File: src/rtl/centroid_pkg.sv
// centroid_pkg: shared constants and the controller state type for the
// centroid/bounding-box tracker.
package centroid_pkg;

  localparam int COORD_W  = 10;  // pixel coordinate width
  localparam int SUM_W    = 28;  // coordinate-sum width (covers a full 640x480 frame)
  localparam int CNT_W    = 19;  // mask pixel count width
  localparam int DIV_ITER = 28;  // restoring-divider iterations, one per dividend bit

  typedef enum logic [1:0] {
    ACCUM   = 2'd0,
    DIV_X   = 2'd1,
    DIV_Y   = 2'd2,
    PUBLISH = 2'd3
  } ct_state_t;

endpackage

File: src/rtl/seq_divider.sv
// seq_divider: unsigned restoring divider, SUM_W-bit dividend by CNT_W-bit
// divisor, one quotient bit per cycle.
//   clk, rst         : clock, synchronous active-high reset
//   start            : one-cycle pulse, latches dividend/divisor
//   dividend/divisor : operands sampled on start
//   done             : one-cycle pulse; quotient is final in that cycle
//   busy             : iterations in progress
//   quotient         : low COORD_W bits of the quotient
// Timing: start in cycle s, iterations in s+1..s+DIV_ITER, done in s+DIV_ITER+1.
// A zero divisor always "fits", so the quotient comes out all ones.
module seq_divider
  import centroid_pkg::*;
(
  input  logic               clk,
  input  logic               rst,
  input  logic               start,
  input  logic [SUM_W-1:0]   dividend,
  input  logic [CNT_W-1:0]   divisor,
  output logic               done,
  output logic               busy,
  output logic [COORD_W-1:0] quotient
);

  localparam int ITER_W = $clog2(DIV_ITER + 1);

  logic [SUM_W-1:0]  quot;
  logic [CNT_W-1:0]  rem;
  logic [CNT_W-1:0]  dvsr;
  logic [ITER_W-1:0] iter;

  // One restoring step: shift the next dividend bit into the remainder and
  // subtract the divisor when it fits.
  logic [CNT_W:0]   shifted;
  logic [CNT_W-1:0] diff;
  logic             fits;

  assign shifted = {rem, quot[SUM_W-1]};
  assign fits    = shifted >= {1'b0, dvsr};
  assign diff    = CNT_W'(shifted - {1'b0, dvsr});

  always_ff @(posedge clk) begin
    if (rst) begin
      quot <= '0;
      rem  <= '0;
      dvsr <= '0;
      iter <= '0;
      busy <= 1'b0;
      done <= 1'b0;
    end else begin
      done <= 1'b0;
      if (start) begin
        quot <= dividend;
        rem  <= '0;
        dvsr <= divisor;
        iter <= ITER_W'(DIV_ITER);
        busy <= 1'b1;
      end else if (busy) begin
        quot <= {quot[SUM_W-2:0], fits};
        rem  <= fits ? diff : shifted[CNT_W-1:0];
        iter <= iter - ITER_W'(1);
        if (iter == ITER_W'(1)) begin
          busy <= 1'b0;
          done <= 1'b1;
        end
      end
    end
  end

  assign quotient = quot[COORD_W-1:0];

endmodule

File: src/rtl/centroid_tracker.sv
// centroid_tracker: accumulates mask pixel count, coordinate sums and
// extremes over a raster frame, then divides with one shared sequential
// divider and publishes the centroid and bounding box for the next frame.
//   clk, rst          : pixel clock, synchronous active-high reset
//   enable            : low -> mask ignored (frame-end processing still runs)
//   draw_x/draw_y/vde : raster position and active-video qualifier
//   mask_in           : current pixel is target
//   centroid_x/y, centroid_valid, bbox_* : published result, change only
//                       in the PUBLISH cycle
//   update            : one-cycle pulse in the PUBLISH cycle
//   busy              : a frame result is being computed
//   overrun           : sticky; a frame end arrived while busy
// Build option: define CENTROID_BBOX_EN to build the min/max trackers;
// otherwise the four bbox outputs are constant 0.
// Latency: frame end sampled in cycle T -> busy from T+1, update at T+60,
// busy low at T+61 (X division T+1..T+30, Y division chained T+30..T+59).
module centroid_tracker
  import centroid_pkg::*;
#(
  parameter int FRAME_WIDTH  = 640,
  parameter int FRAME_HEIGHT = 480,
  parameter int MIN_PIXELS   = 64
) (
  input  logic               clk,
  input  logic               rst,
  input  logic               enable,
  input  logic [COORD_W-1:0] draw_x,
  input  logic [COORD_W-1:0] draw_y,
  input  logic               vde,
  input  logic               mask_in,
  output logic [COORD_W-1:0] centroid_x,
  output logic [COORD_W-1:0] centroid_y,
  output logic               centroid_valid,
  output logic [COORD_W-1:0] bbox_min_x,
  output logic [COORD_W-1:0] bbox_min_y,
  output logic [COORD_W-1:0] bbox_max_x,
  output logic [COORD_W-1:0] bbox_max_y,
  output logic               update,
  output logic               busy,
  output logic               overrun
);

  localparam logic [COORD_W-1:0] X_LAST = COORD_W'(FRAME_WIDTH - 1);
  localparam logic [COORD_W-1:0] Y_LAST = COORD_W'(FRAME_HEIGHT - 1);

  ct_state_t          state, state_next;
  logic               hit, frame_end, snap_take, kick;
  logic               x_done, publish_load, count_ok;
  logic               div_start, div_done, div_busy;
  logic [SUM_W-1:0]   div_dividend;
  logic [COORD_W-1:0] div_quot, quot_x;

  logic [CNT_W-1:0]   acc_cnt, snap_cnt, cnt_in;
  logic [SUM_W-1:0]   acc_sx, acc_sy, snap_sx, snap_sy, sx_in, sy_in;

  assign hit       = vde & enable & mask_in;
  assign frame_end = vde && (draw_x == X_LAST) && (draw_y == Y_LAST);

  // Accumulator values including the current pixel; the frame-end pixel
  // belongs to the frame being closed, so the snapshot takes these.
  assign cnt_in = acc_cnt + CNT_W'(hit);
  assign sx_in  = acc_sx + (hit ? SUM_W'(draw_x) : '0);
  assign sy_in  = acc_sy + (hit ? SUM_W'(draw_y) : '0);

  always_ff @(posedge clk) begin
    if (rst || frame_end) begin
      acc_cnt <= '0;
      acc_sx  <= '0;
      acc_sy  <= '0;
    end else begin
      acc_cnt <= cnt_in;
      acc_sx  <= sx_in;
      acc_sy  <= sy_in;
    end
  end

  always_ff @(posedge clk) begin
    if (rst) begin
      snap_cnt <= '0;
      snap_sx  <= '0;
      snap_sy  <= '0;
    end else if (snap_take) begin
      snap_cnt <= cnt_in;
      snap_sx  <= sx_in;
      snap_sy  <= sy_in;
    end
  end

  // Controller. kick marks the first DIV_X cycle so the X division starts
  // there; the Y division is started in the X done cycle so both fit the
  // fixed 60-cycle budget.
  always_ff @(posedge clk) begin
    if (rst) begin
      state <= ACCUM;
      kick  <= 1'b0;
    end else begin
      state <= state_next;
      kick  <= snap_take;
    end
  end

  always_comb begin
    state_next   = state;
    snap_take    = 1'b0;
    div_start    = 1'b0;
    div_dividend = snap_sx;
    case (state)
      ACCUM: begin
        if (frame_end) begin
          snap_take  = 1'b1;
          state_next = DIV_X;
        end
      end
      DIV_X: begin
        if (kick) div_start = 1'b1;
        if (div_done) begin
          div_start    = 1'b1;
          div_dividend = snap_sy;
          state_next   = DIV_Y;
        end
      end
      DIV_Y: begin
        if (div_done) state_next = PUBLISH;
      end
      PUBLISH: state_next = ACCUM;
      default: state_next = ACCUM;
    endcase
  end

  seq_divider u_div (
    .clk      (clk),
    .rst      (rst),
    .start    (div_start),
    .dividend (div_dividend),
    .divisor  (snap_cnt),
    .done     (div_done),
    .busy     (div_busy),
    .quotient (div_quot)
  );

  assign x_done       = (state == DIV_X) && div_done;
  assign publish_load = (state == DIV_Y) && div_done;
  assign count_ok     = snap_cnt >= CNT_W'(MIN_PIXELS);

  // Outputs load on the edge into PUBLISH so they are visible with update.
  always_ff @(posedge clk) begin
    if (rst) begin
      quot_x         <= '0;
      centroid_x     <= '0;
      centroid_y     <= '0;
      centroid_valid <= 1'b0;
      overrun        <= 1'b0;
    end else begin
      if (x_done) quot_x <= div_quot;
      if (publish_load) begin
        centroid_valid <= count_ok;
        if (count_ok) begin
          centroid_x <= quot_x;
          centroid_y <= div_quot;
        end
      end
      if (frame_end && (state != ACCUM)) overrun <= 1'b1;
    end
  end

  assign update = (state == PUBLISH);
  assign busy   = (state != ACCUM) | div_busy;

`ifdef CENTROID_BBOX_EN
  logic [COORD_W-1:0] min_x, min_y, max_x, max_y;
  logic [COORD_W-1:0] min_x_in, min_y_in, max_x_in, max_y_in;
  logic [COORD_W-1:0] snap_min_x, snap_min_y, snap_max_x, snap_max_y;

  assign min_x_in = (hit && (draw_x < min_x)) ? draw_x : min_x;
  assign min_y_in = (hit && (draw_y < min_y)) ? draw_y : min_y;
  assign max_x_in = (hit && (draw_x > max_x)) ? draw_x : max_x;
  assign max_y_in = (hit && (draw_y > max_y)) ? draw_y : max_y;

  always_ff @(posedge clk) begin
    if (rst || frame_end) begin
      min_x <= X_LAST;
      min_y <= Y_LAST;
      max_x <= '0;
      max_y <= '0;
    end else begin
      min_x <= min_x_in;
      min_y <= min_y_in;
      max_x <= max_x_in;
      max_y <= max_y_in;
    end
  end

  always_ff @(posedge clk) begin
    if (rst) begin
      snap_min_x <= '0;
      snap_min_y <= '0;
      snap_max_x <= '0;
      snap_max_y <= '0;
    end else if (snap_take) begin
      snap_min_x <= min_x_in;
      snap_min_y <= min_y_in;
      snap_max_x <= max_x_in;
      snap_max_y <= max_y_in;
    end
  end

  always_ff @(posedge clk) begin
    if (rst) begin
      bbox_min_x <= '0;
      bbox_min_y <= '0;
      bbox_max_x <= '0;
      bbox_max_y <= '0;
    end else if (publish_load && count_ok) begin
      bbox_min_x <= snap_min_x;
      bbox_min_y <= snap_min_y;
      bbox_max_x <= snap_max_x;
      bbox_max_y <= snap_max_y;
    end
  end
`else
  assign bbox_min_x = '0;
  assign bbox_min_y = '0;
  assign bbox_max_x = '0;
  assign bbox_max_y = '0;
`endif

endmodule

File: config.mk
export PLATFORM = sky130hd
export DESIGN_NAME = centroid_tracker
export DESIGN_NICKNAME = d
export VERILOG_FILES = /design/src/rtl/centroid_pkg.sv /design/src/rtl/seq_divider.sv /design/src/rtl/centroid_tracker.sv
export SDC_FILE = /design/constraint.sdc
export NUM_CORES = 1
export LEC_CHECK = 0
export CORE_MARGIN = 4
export CORE_UTILIZATION = 35
export DETAILED_ROUTE_END_ITERATION = 8
export GPL_ROUTABILITY_DRIVEN = 0
export PLACE_DENSITY = 0.58
export SYNTH_ARGS = -nofsm -noshare
export SYNTH_HDL_FRONTEND = slang
export SYNTH_SLANG_ARGS = --single-unit
File: constraint.sdc
create_clock -name clk -period 3.6 [get_ports clk]
set_input_delay 0.54 -clock clk [delete_from_list [all_inputs] [get_ports clk]]
set_output_delay 0.54 -clock clk [all_outputs]
set_load 0.01 [all_outputs]
Word level (Yosys, flattened, before mapping):

Index checks and enable logic that the tools add are counted.

* reductions and logical operators: 13
* magnitude comparators: 2
* eq/ne operators: 9
* multiplexer cells: 22
* bitwise logic cells: 4
* add/subtract/negate cells: 5

Operators with widths (count)
* $mux 28: 4
* $add 28x10->28: 2
* $ge 20x19->1: 1
* $mux 10: 2
* $add 19x1->19: 1
* $ge 19x7->1 const B: 1
* $mux 19: 1
* $sub 19x19->19: 1
* $eq 10x10->1 const B: 1
* $eq 10x9->1 const B: 1
* $mux 5: 2
* $mux 1: 9
* $pmux 2 s4: 1
* $mux 2: 3
* $eq 5x1->1 const B: 1
* $logic_and 1x1->1: 5
* $sub 5x1->5 const B: 1
* $eq 2x2->1 const B: 2
* $ne 2x1->1 const B: 2
* $reduce_bool 2->1: 2
* $reduce_and 3->1: 1
* $reduce_or 3->1: 1
* $and 1x1->1: 2
* $eq 2x1->1 const B: 1
* other kinds (7): 7

* output and inout port bits: 64
* logic and storage cells: 75
* register bits: 258
* input port bits: 25

Longest topological paths before layout:

* depth in word-level cells: 5
* gate-level depth with buffers: 13
* mapped depth without buffers: 11

Modules after synthesis:

From an unflattened synthesis, not the netlist that was laid out.

* cell total of the unflattened synthesis: 1567
* area, all modules: 12929.9 sq um

Modules (own cells, without submodules)
* centroid_tracker: area each 8753.4 sq um, cells an instance 1053, seq. area each 3703.6 sq um, times used 1
* seq_divider: area each 4176.5 sq um, cells an instance 514, seq. area each 1461.4 sq um, times used 1

Worst setup path after synthesis:

No wires, ideal clock.

* path kind: input to register
* start point: in mask_in
* end point: reg snap_sx[20]
* arrival: 2701 ps
* path slack: 814 ps
* buffers on the path: 1
* stages on the path: 11
* cells stage by stage: and3_1 clkbuf_1 and2_1 fa_1 a211oi_1 o21ai_1 a41oi_2 nand3b_4 nor2_1 xnor2_1 a211oi_1

* cells in the longest elaborated chain, start to end: 3

Ends and longest elaborated chain
* from (decl): RTL line centroid_tracker.sv:30 `input logic mask_in,`
* $and 1x1->1: RTL line centroid_tracker.sv:56 `assign hit = vde & enable & mask_in;`
* $mux 10: RTL line centroid_tracker.sv:62 `assign sx_in = acc_sx + (hit ? SUM_W'(draw_x) : '0);`
* $add 28x10->28: RTL line centroid_tracker.sv:62
* to (signal assigned): RTL line centroid_tracker.sv:84 `snap_sx <= sx_in;`
* to (decl): RTL line centroid_tracker.sv:54 `logic [SUM_W-1:0] acc_sx, acc_sy, snap_sx, snap_sy, sx_in, sy_in;`

Every way passes these cells.
A chain may end at the register's enable or synchronous reset.

Worst setup path in the final report:

* start point: in vde
* end point: reg snap_sx[22]

* cells in the longest elaborated chain, start to end: 4
* elaborated cells between the ends (all ways): 8

Ends and longest elaborated chain
* from (decl): RTL line centroid_tracker.sv:29 `input logic vde,`
* $and 1x1->1 or $logic_and 1x1->1 (tied branches) (2 in a row): RTL line centroid_tracker.sv:56, centroid_tracker.sv:57
* $mux 10 or $mux 1 (tied branches): RTL line centroid_tracker.sv:62, centroid_tracker.sv:109
* $add 28x10->28 or $mux 1 (tied branches): RTL line centroid_tracker.sv:62, centroid_tracker.sv:107

Several ways; a longest one is shown, not always the timed one.

==> results.json <==
{
  "synth_flop_cell": "dfxtp_1",
  "ir_drop_uv": 345,
  "ys_types": 64,
  "clk_pin_slew_ns": 0.06,
  "grt_start_max_net_pins": 162,
  "n_antenna_cell": 0,
  "async_flop_share": 0,
  "cts_resized": 0,
  "rows": 69,
  "synthesis.area_mm2": 0.0125,
  "tritoncts": "yes",
  "crit_top_cell": "a211oi_1",
  "p_per_area_mw_per_mm2": 439,
  "synth_cells": 1536,
  "yosys.area.top_type": "dfxtp_1",
  "nNetsFinal": 1630,
  "die_w_um": 197,
  "cp.arrival_ns": 3.48,
  "cts_buffer_depth": 3,
  "setup_viol": 0,
  "fillers": 3612,
  "crit_slowest_cell": "clkdlybuf4s50_1",
  "drtIter0Drc": 626,
  "wire_per_inst_um": 14.5,
  "rsz0062_at_grt": "false",
  "min_period_ns": 3.09,
  "grt_first_pass_wirelength_mm": 48.6,
  "postSynthAreaPerCell_um2": 8.15,
  "grt_antenna_before_repair": 0,
  "postCtsSetupBuffers": 0,
  "syn2layout_area_growth_pct": 14.4,
  "track_usage": 0.148,
  "path_cells": "clkdlybuf4s50_1, and3_1, and2_1, ha_1, fa_1, a211oi_1, o21ai_1, a41oi_2, nand3b_4, nor3_2, xnor2_1, a211oi_1",
  "ys_warn_count": 0,
  "drive_gt1_frac": 0.0679,
  "dpl.cell_count": 1984,
  "fin_crit_sh": 0.859,
  "grt_remaining_overflow": 0,
  "first_global_vias": 9487,
  "cp_max_fo": 10,
  "worst_path_largest_cell_delay_ns": 0.42,
  "netlist.area_leader.share": 0.412,
  "cts_hold_buf": 0,
  "placed_area_mm2": 0.0133,
  "skew_ns": 0.0137,
  "criticalPathCategory": "in2reg",
  "status": "finished clean",
  "ioPinCount": 89,
  "synth.most_common_cell": "dfxtp_1",
  "die_h_um": 197,
  "via_count": 10098,
  "hp-class": "in2reg",
  "worstMarginPinSlew_ns": 0.767,
  "place_hpwl_mm": 20.3,
  "postSynthRegisterBits": 258,
  "wl_mm": 29.5,
  "design_area_mm2": 0.0143,
  "fmax_ghz": 0.324,
  "clkSinkCount": 258,
  "intPower_w": 0.00488,
  "dieArea_mm2": 0.0389,
  "drv_slew": 0,
  "drt-pass1-iter-count": 5,
  "place_ws_ns": -0.000266,
  "end_kind": "flop",
  "share_seq_of_total_power": 0.458,
  "numCtsBuffers": 29,
  "worst_slack_ns": 0.509,
  "stdcell_count": 2036,
  "antenna_left": 0,
  "netSwitchingFraction": 0.224,
  "drc": 0,
  "cp.required_ns": 3.99,
  "crit_path_start_kind": "primary input",
  "port_buffers": 48,
  "maxCapViolCount": 0,
  "synthTopCellsByCount": "dfxtp_1 (258), nor2_1 (256), nand2_1 (203)",
  "vias_per_cell": 4.96,
  "clock_latency_ns": 0.54,
  "synth_edf_count": 0,
  "max_slew_margin": 0.489,
  "synth-seq-area-share": 0.412,
  "synth_area_leaders": "dfxtp_1 (41%), nor2_1 (7.7%), nand2_1 (6.1%)",
  "htreeDepth": 1,
  "switching_power_w": 0.00141,
  "timing.final.hold_violations": 0,
  "leakage_nw": 5.35,
  "cts-root-buf": "clkbuf_16",
  "comb_power_share": 0.048,
  "clock_power_share": 0.494,
  "initial_core_util": 0.354,
  "design.core.area_mm2": 0.0354
}
cell families (layout without fill, tap and decap cells):
kind of cell,count (synthesis),count (layout),synth area share
other,1,40,0.000299
buffers and inverters,170,170,0.0663
multiplexers,31,31,0.0248
adder cells (fa/ha/maj),51,51,0.0527
flip-flops,258,258,0.412
AND/OR/NAND/NOR,595,595,0.209
XOR/XNOR,89,89,0.0622
AO/OA/AOI/OAI,341,341,0.172
state kept, by name (all words and copies together) (netlist names):
name            flops
acc_cnt            19
acc_sx             28
acc_sy             28
centroid_valid      1
centroid_x         10
centroid_y         10
kick                1
overrun             1
quot_x             10
snap_cnt           19
snap_sx            28
snap_sy            28
state               2
u_div.busy          1
u_div.done          1
u_div.dvsr         19
u_div.iter          5
u_div.quot         28
u_div.rem          19
critical path: cells and delay by family:
kind,cells,cell delay [ns]
xor+xnor,1,0.19
simple gates,4,0.82
fa+ha+maj,2,0.63
buf+inv,1,0.42
compound gates,4,0.87
final timing paths:
kind                               startpoint                    endpoint  slack [ns]  depth (start not counted)
hold reg to reg       snap_sx[0]$_SDFFE_PP0P_     snap_sx[0]$_SDFFE_PP0P_        0.45                          2
setup / recovery                          vde    snap_sx[22]$_SDFFE_PP0P_        0.51                         12
hold / removal                            rst        overrun$_SDFFE_PP0P_        0.26                          2
setup reg to reg  u_div.quot[27]$_SDFFE_PP0P_  u_div.rem[16]$_SDFFE_PP0P_        0.99                         10
layout make-up:
| type | count | area (um2) | area share |
|---|---|---|---|
| multi-input combinational | 1147 | 6690 | 0.467 |
| sequential | 258 | 5170 | 0.361 |
| clock buffer | 36 | 792 | 0.0553 |
| timing repair buffer | 75 | 718 | 0.0501 |
| tap | 461 | 577 | 0.0403 |
| clock inverter | 16 | 224 | 0.0156 |
| inverter | 43 | 161 | 0.0113 |
routing by layer:
metal,part of all wire,vias up,track usage
met5,0,-,0
met4,0.025,0,0.0398
met3,0.046,44,0.0211
met2,0.41,192,0.219
met1,0.52,4674,0.224
li1,-,5188,-
power by group through the flow:
stage	Clock, W	Combinational (W)	Sequential (W)
2_1_floorplan	0	0.000225	0.00294
3_3_place_gp	0	0.000300	0.00294
3_5_place_dp	0	0.000303	0.00294
4_1_cts	0.00319	0.000305	0.00288
5_1_grt	0.00331	0.000337	0.00288
6_report	0.00311	0.000305	0.00288
cells in the final DEF, fill, tap and decap left out, drive strengths merged, types with 8 or more instances in the layout:
master,netlist,final
a211oi,94,94
a21o,14,14
a21oi,84,84
a31oi,11,11
and2,23,23
and3,11,11
buf,66,28
clkbuf,61,36
clkdlybuf4s50,0,47
clkinv,0,8
conb,1,40
dfxtp,258,258
ha,48,48
inv,43,44
mux2i,31,31
nand2,203,203
nand2b,8,8
nand3,33,33
nand4,12,12
nor2,257,257
nor2b,8,8
nor3,16,16
o21a,9,9
o21ai,106,106
xnor2,46,46
xor2,43,43
through the flow:
step | setup TNS (ns) | total power, W | hold WS [ns] | util
global placement | 0 | 0.00324 | 0.441 | 0.376
finish | 0 | 0.00629 | 0.255 | 0.405
floorplan | 0 | 0.00317 | 0.427 | -
global route | 0 | 0.00653 | 0.233 | 0.405
detailed placement | -0.000266 | 0.00325 | 0.444 | 0.376
CTS | 0 | 0.00637 | 0.230 | 0.405
(Power assumes the default switching activity.)
